==> config.mk <==
export PLATFORM = sky130hd
export DESIGN_NAME = instr_encoder
export DESIGN_NICKNAME = d
export VERILOG_FILES = /design/src/rtl/riscv_pkg.sv /design/src/rtl/imm_packer.sv /design/src/rtl/instr_encoder.sv
export SDC_FILE = /design/constraint.sdc
export NUM_CORES = 1
export LEC_CHECK = 0
export ABC_AREA = 1
export CAP_MARGIN = 20
export CORE_ASPECT_RATIO = 2
export CORE_MARGIN = 2
export CORE_UTILIZATION = 40
export CTS_CLUSTER_SIZE = 16
export DETAILED_ROUTE_END_ITERATION = 10
export PLACE_DENSITY = 0.63
export SYNTH_ARGS = -nofsm -noshare
export SYNTH_HDL_FRONTEND = slang
export SYNTH_SLANG_ARGS = --single-unit
export TNS_END_PERCENT = 50
==> constraint.sdc <==
create_clock -name clk -period 1.8 [get_ports clk]
set_input_delay 0.27 -clock clk [delete_from_list [all_inputs] [get_ports clk]]
set_output_delay 0.27 -clock clk [all_outputs]
set_load 0.05 [all_outputs]
==> src/rtl/riscv_pkg.sv <==
// Shared RV64 encoding constants, instruction-kind enum and immediate range checks.
package riscv_pkg;

    localparam logic [6:0] OP_LOAD   = 7'b0000011;
    localparam logic [6:0] OP_STORE  = 7'b0100011;
    localparam logic [6:0] OP_BRANCH = 7'b1100011;
    localparam logic [6:0] OP_RTYPE  = 7'b0110011;

    typedef enum logic [1:0] {
        KIND_LOAD   = 2'b00,
        KIND_STORE  = 2'b01,
        KIND_BRANCH = 2'b10,
        KIND_RTYPE  = 2'b11
    } kind_e;

    // True when imm is exactly the sign extension of its low 12 bits.
    function automatic logic fits_imm12(input logic [63:0] imm);
        return imm == {{52{imm[11]}}, imm[11:0]};
    endfunction

    // True when imm is exactly the sign extension of its low 13 bits
    // (alignment is checked separately by the branch packer).
    function automatic logic fits_imm13(input logic [63:0] imm);
        return imm == {{51{imm[12]}}, imm[12:0]};
    endfunction

endpackage

==> src/rtl/imm_packer.sv <==
// Combinational packer: decoded fields -> 32-bit RV instruction word plus a
// legality flag saying whether the immediate is representable in the format.
module imm_packer
    import riscv_pkg::*;
(
    input  logic [1:0]  kind,
    input  logic [4:0]  rd,
    input  logic [4:0]  rs1,
    input  logic [4:0]  rs2,
    input  logic [2:0]  funct3,
    input  logic [6:0]  funct7,
    input  logic [63:0] imm,
    output logic [31:0] word,
    output logic        legal
);

    // Select the bit layout for the instruction kind and judge the immediate.
    always_comb begin
        word  = '0;
        legal = 1'b0;
        case (kind)
            KIND_LOAD: begin
                word  = {imm[11:0], rs1, funct3, rd, OP_LOAD};
                legal = fits_imm12(imm);
            end
            KIND_STORE: begin
                word  = {imm[11:5], rs2, rs1, funct3, imm[4:0], OP_STORE};
                legal = fits_imm12(imm);
            end
            KIND_BRANCH: begin
                word  = {imm[12], imm[10:5], rs2, rs1, funct3, imm[4:1], imm[11], OP_BRANCH};
                legal = fits_imm13(imm) && !imm[0];
            end
            default: begin
                word  = {funct7, rs2, rs1, funct3, rd, OP_RTYPE};
                legal = 1'b1;
            end
        endcase
    end

endmodule

==> src/rtl/instr_encoder.sv <==
// Sequential instruction encoder: accepts field bundles, packs legal ones into
// words tagged with an incrementing address, and buffers them in a small FIFO.
// Illegal immediates are dropped and recorded in a sticky flag and counter.
module instr_encoder
    import riscv_pkg::*;
#(
    parameter logic [63:0] BASE_ADDR  = 64'h0,
    parameter int          FIFO_DEPTH = 2
) (
    input  logic        clk,
    input  logic        reset,
    input  logic        flush,
    input  logic        in_valid,
    output logic        in_ready,
    input  logic [1:0]  kind,
    input  logic [4:0]  rd,
    input  logic [4:0]  rs1,
    input  logic [4:0]  rs2,
    input  logic [2:0]  funct3,
    input  logic [6:0]  funct7,
    input  logic [63:0] imm,
    output logic        out_valid,
    input  logic        out_ready,
    output logic [31:0] out_instr,
    output logic [63:0] out_addr,
    output logic        err,
    output logic [7:0]  err_count
);

    localparam int PTR_W = (FIFO_DEPTH > 1) ? $clog2(FIFO_DEPTH) : 1;
    localparam int CNT_W = PTR_W + 1;
    localparam logic [CNT_W-1:0] DEPTH_CNT = CNT_W'(FIFO_DEPTH);

    logic [31:0]      word;
    logic             legal;
    logic             accept, push, reject, pop;

    logic [31:0]      instr_mem_q [FIFO_DEPTH];
    logic [31:0]      instr_mem_d [FIFO_DEPTH];
    logic [63:0]      addr_mem_q  [FIFO_DEPTH];
    logic [63:0]      addr_mem_d  [FIFO_DEPTH];
    logic [PTR_W-1:0] wr_ptr_q, wr_ptr_d;
    logic [PTR_W-1:0] rd_ptr_q, rd_ptr_d;
    logic [CNT_W-1:0] count_q, count_d;
    logic [63:0]      addr_cnt_q, addr_cnt_d;
    logic             err_q, err_d;
    logic [7:0]       err_count_q, err_count_d;

    imm_packer u_packer (
        .kind   (kind),
        .rd     (rd),
        .rs1    (rs1),
        .rs2    (rs2),
        .funct3 (funct3),
        .funct7 (funct7),
        .imm    (imm),
        .word   (word),
        .legal  (legal)
    );

    // Handshake: readiness comes only from registered occupancy and flush.
    always_comb begin
        in_ready  = (count_q != DEPTH_CNT) && !flush;
        out_valid = (count_q != '0);
        out_instr = out_valid ? instr_mem_q[rd_ptr_q] : '0;
        out_addr  = out_valid ? addr_mem_q[rd_ptr_q]  : '0;
        err       = err_q;
        err_count = err_count_q;
        accept    = in_valid && in_ready;
        push      = accept && legal;
        reject    = accept && !legal;
        pop       = out_valid && out_ready;
    end

    // Next-state for FIFO, address counter and error tracking; flush clears
    // the queue and address but deliberately keeps the error history.
    always_comb begin
        instr_mem_d = instr_mem_q;
        addr_mem_d  = addr_mem_q;
        wr_ptr_d    = wr_ptr_q;
        rd_ptr_d    = rd_ptr_q;
        count_d     = count_q;
        addr_cnt_d  = addr_cnt_q;
        err_d       = err_q | reject;
        err_count_d = (reject && err_count_q != 8'hFF) ? err_count_q + 8'd1 : err_count_q;
        if (flush) begin
            wr_ptr_d   = '0;
            rd_ptr_d   = '0;
            count_d    = '0;
            addr_cnt_d = BASE_ADDR;
        end else begin
            if (push) begin
                instr_mem_d[wr_ptr_q] = word;
                addr_mem_d[wr_ptr_q]  = addr_cnt_q;
                wr_ptr_d              = wr_ptr_q + 1'b1;
                addr_cnt_d            = addr_cnt_q + 64'd4;
            end
            if (pop) begin
                rd_ptr_d = rd_ptr_q + 1'b1;
            end
            count_d = count_q + CNT_W'(push) - CNT_W'(pop);
        end
    end

    // Per-entry storage registers, cleared on reset so no stale word survives.
    generate
        for (genvar gi = 0; gi < FIFO_DEPTH; gi++) begin : g_entry
            always_ff @(posedge clk or negedge reset) begin
                if (!reset) begin
                    instr_mem_q[gi] <= '0;
                    addr_mem_q[gi]  <= '0;
                end else begin
                    instr_mem_q[gi] <= instr_mem_d[gi];
                    addr_mem_q[gi]  <= addr_mem_d[gi];
                end
            end
        end
    endgenerate

    // Control state registers.
    always_ff @(posedge clk or negedge reset) begin
        if (!reset) begin
            wr_ptr_q    <= '0;
            rd_ptr_q    <= '0;
            count_q     <= '0;
            addr_cnt_q  <= BASE_ADDR;
            err_q       <= 1'b0;
            err_count_q <= '0;
        end else begin
            wr_ptr_q    <= wr_ptr_d;
            rd_ptr_q    <= rd_ptr_d;
            count_q     <= count_d;
            addr_cnt_q  <= addr_cnt_d;
            err_q       <= err_d;
            err_count_q <= err_count_d;
        end
    end

endmodule

==> flow_metrics.tcl <==
set metrics [dict create \
    cts_max_level 1 \
    path_clk_slew_ns 0.07 \
    nets 2643 \
    maxCapViolCount 0 \
    synth_cell_type_count 32 \
    period_needed_ns 2.12 \
    r2r_start "addr_cnt_q[8]" \
    finalCritPeriodShare_pct 118 \
    drt-total-wl_mm 62.7 \
    reg2regPathDepth 10 \
    slew_headroom_pct 58.1 \
    die_h_um 280 \
    hold_start "imm[0]" \
    seq_area_frac_synth_pct 42.2 \
    crit_required_ns 1.53 \
    grt_max_degree 63 \
    path_cells "nor2_4 > buf_12 > buf_12 > a21oi_2 > buf_12" \
    fmax_mhz 471 \
    p_per_area_nw_per_um2 820 \
    synthesis.area_um2 15200 \
    yosys.area.top_type "dfrtp_1" \
    grt_pass1_wl_mm 88.0 \
    vias_per_cell 5.56 \
    skew_ns 0.0243 \
    syn_area_per_cell_um2 6.99 \
    hold_depth 5 \
    crit_type "flop to output pin" \
    end_kind "output pin" \
    multi_input_area_um2 8530 \
    hp-class "input pin to flop" \
    antenna_found_initial 1 \
    n_antenna_cell 0 \
    peakVddDrop_mv 0.610 \
    first_pass_iters 6 \
    start_util_pct 40.3 \
    core_um2 37800 \
    ys_top_cells_by_area "dfrtp_1, nand2_1, nand4_1, nor2_1, nand3_1" \
    io_buffers 198 \
    ant_nets 0 \
    dp_hpwl_mm 39.8 \
    startpoint_type "flop" \
    finalWorstSetupSlack_ns -0.324 \
    crit_fanout 17 \
    place.gp.congestion 1.00 \
    regArea_um2 6440 \
    die_w_um 142 \
    drc 0 \
    vias 16800 \
    root_buffer "clkbuf_16" \
    r2r_slack_ns -0.17 \
    critPathBufInv 3 \
    cts_tree "yes" \
    slowest_delay_ns 0.46 \
    cts_buffers 25 \
    worst_pin_slew_ns 0.628 \
    drt_iter0_markers 1217 \
    yosys_warnings 0 \
    wl_per_cell_um 20.7 \
    yosysTopAreaCellShare_pct 42.2 \
    violations "negative setup slack" \
    whs_endpoint "instr_mem_q[7]" \
    fillers 3286 \
    boundaryPins 203 \
    hold_viol 0 \
    die-area_um2 39700 \
    grt_remaining_overflow 0 \
    insertion_delay_ns 0.56 \
    hold_ws_ns 0.232 \
    drive_gt1_share_pct 26.0 \
    clk_path_buf_depth 3 \
    syn_inst 2178 \
    reg2reg_to "addr_cnt_q[31]" \
    grt_pass1_vias 16500 \
    rows 101 \
    setup_violations 103 \
    drv_slew 0 \
    ys_ff_latch 257 \
    areaGrowthSynthToFinish_pct 49.5 \
    cp.arrival_ns 1.85 \
    postPlaceCellArea_um2 20200 \
    worst_path_dominant_cell_family "buffers and inverters" \
    cts.sink_count 257 \
    grt_usage_pct 28.0 \
    p_leak_uw 0.0111 \
    status "finished, violations left" \
    slowest_stage "dfrtp_2" \
    final_cell_area_um2 22800 \
    rsz0062_at_grt "true" \
    cpMostUsedCell "buf_12" \
]
==> flip-flops by register name (all words and copies together), names as in the netlist <==
register     count
addr_mem_q     124
addr_cnt_q      62
instr_mem_q     58
err_count        8
count_q          2
err              1
rd_ptr_q         1
wr_ptr_q         1
==> cell type report <==
cell class | instances | area share (%)
well taps | 463 | 2.55
clock inverters | 18 | 1.07
inverters | 79 | 1.34
clock buffers | 28 | 2.89
multi-input cells | 1691 | 37.5
repair buffers | 489 | 26.4
flip-flops and latches | 257 | 28.3
==> worst register-to-register path: stages (launching register included) <==
cell and delay (ns):
dfrtp_1 0.41, nand2_2 0.11, nor2_2 0.14, nand2_1 0.09
nor3_2 0.31, buf_4 0.19, and2_1 0.25, xor2_1 0.20
nor2_1 0.06, nand2_1 0.08, nand2_1 0.05
==> worst max path at each step <==
stage | start | end | slack (ns) | cells after the start
after global placement | imm[12] | addr_mem_q[76] | -0.74 | 14
after CTS | rd_ptr_q | out_instr[31] | -0.36 | 6
after floorplan | count_q[1] | out_instr[1] | -0.16 | 6
after detailed placement | imm[12] | addr_mem_q[84] | -0.81 | 14
after global routing | rd_ptr_q | out_addr[39] | -0.39 | 5
final | count_q[1] | out_addr[17] | -0.32 | 5
==> routing by layer <==
| layer | up-vias | track usage [%] | part of all wire [%] |
|---|---|---|---|
| met5 | - | 0 | 0.019 |
| li1 | 7801 | - | - |
| met4 | 2 | 12.2 | 5.6 |
| met1 | 8124 | 30.8 | 35 |
| met2 | 723 | 53.7 | 54 |
| met3 | 174 | 2.72 | 5.7 |
==> cells in the final DEF (no fill, tap or decap), drive strengths merged <==
master         instances
o211ai                 1
conb                   4
nand4                210
dlymetal6s2s          54
nand3b                 9
ha                     4
buf                  377
o21bai                 2
mux2                   4
nor2                 214
clkbuf                45
clkdlybuf4s50         39
xnor2                 15
inv                   81
or2                    8
a21oi                 94
dfrtp                257
a21o                   1
bufbuf                 1
and2                   4
dlygate4sd3            1
nor3                  25
nand2                928
clkinv                 7
clkinvlp               4
o21ai                  7
bufinv                 5
nand3                116
xor2                  45
==> through the flow <==
stage / power [uW] / setup WS, ns / TNS, ns / util, % / instances
global placement: 11300 / -0.743 / -176.43 / 53.5 / 2930
CTS: 18100 / -0.356 / -60.53 / 57.3 / 2992
global route: 19300 / -0.386 / -34.10 / 60.2 / 3025
detailed placement: 11400 / -0.809 / -190.30 / 53.5 / 2930
finish: 18700 / -0.324 / -27.33 / 60.2 / 3025
floorplan: 9230 / -0.161 / -10.44 / - / 2181
==> repair_timing <==
action | CTS | global route
endpoints found under the setup margin | 350 | 350
hold buffers | 1 | 0
pin swaps | 15 | 59
endpoints found under the hold margin | 46 | 0
gates resized for setup | 65 | 203
setup buffers | 9 | 16
gates cloned | 6 | 20
==> report_power, final <==
group          total (uW)  switching, uW  internal (uW)
registers            6550            329           6230
logic                6260           3840           2420
clock network        5850           2460           3380
==> logic make-up after synthesis <==
logic type | Yosys count | synth area share (%)
and+or+nand+nor | 1514 | 42.6
xor gates and xnor gates | 60 | 3.45
other | 1 | 0.0246
adders and majority gates | 4 | 0.329
DFF | 257 | 42.2
buffers and inverters | 233 | 7.58
muxes | 4 | 0.296
AOI/OAI and AO/OA | 105 | 3.52
==> Yosys cell counts <==
cell type  number
nand2_1       924
or2_0           1
buf_6          23
buf_1           8
xnor2_1        15
o21ai_0         7
clkbuf_1       84
buf_4          23
nand2_2         4
nor3_1         24
nor3_2          1
nand4_1       210
o21bai_1        2
xor2_1         45
nor2_2          2
a21oi_1        94
dfrtp_1       257
inv_1          76
nand3_1       114
or2_2           4
conb_1          1
nor2_1        212
inv_2           3
o211ai_1        1
or2_1           3
nand3_2         2
buf_2          16
ha_1            4
a21o_1          1
mux2_2          4
nand3b_1        9
and2_1          4
No activity file was read; power rests on OpenSTA's default activity.
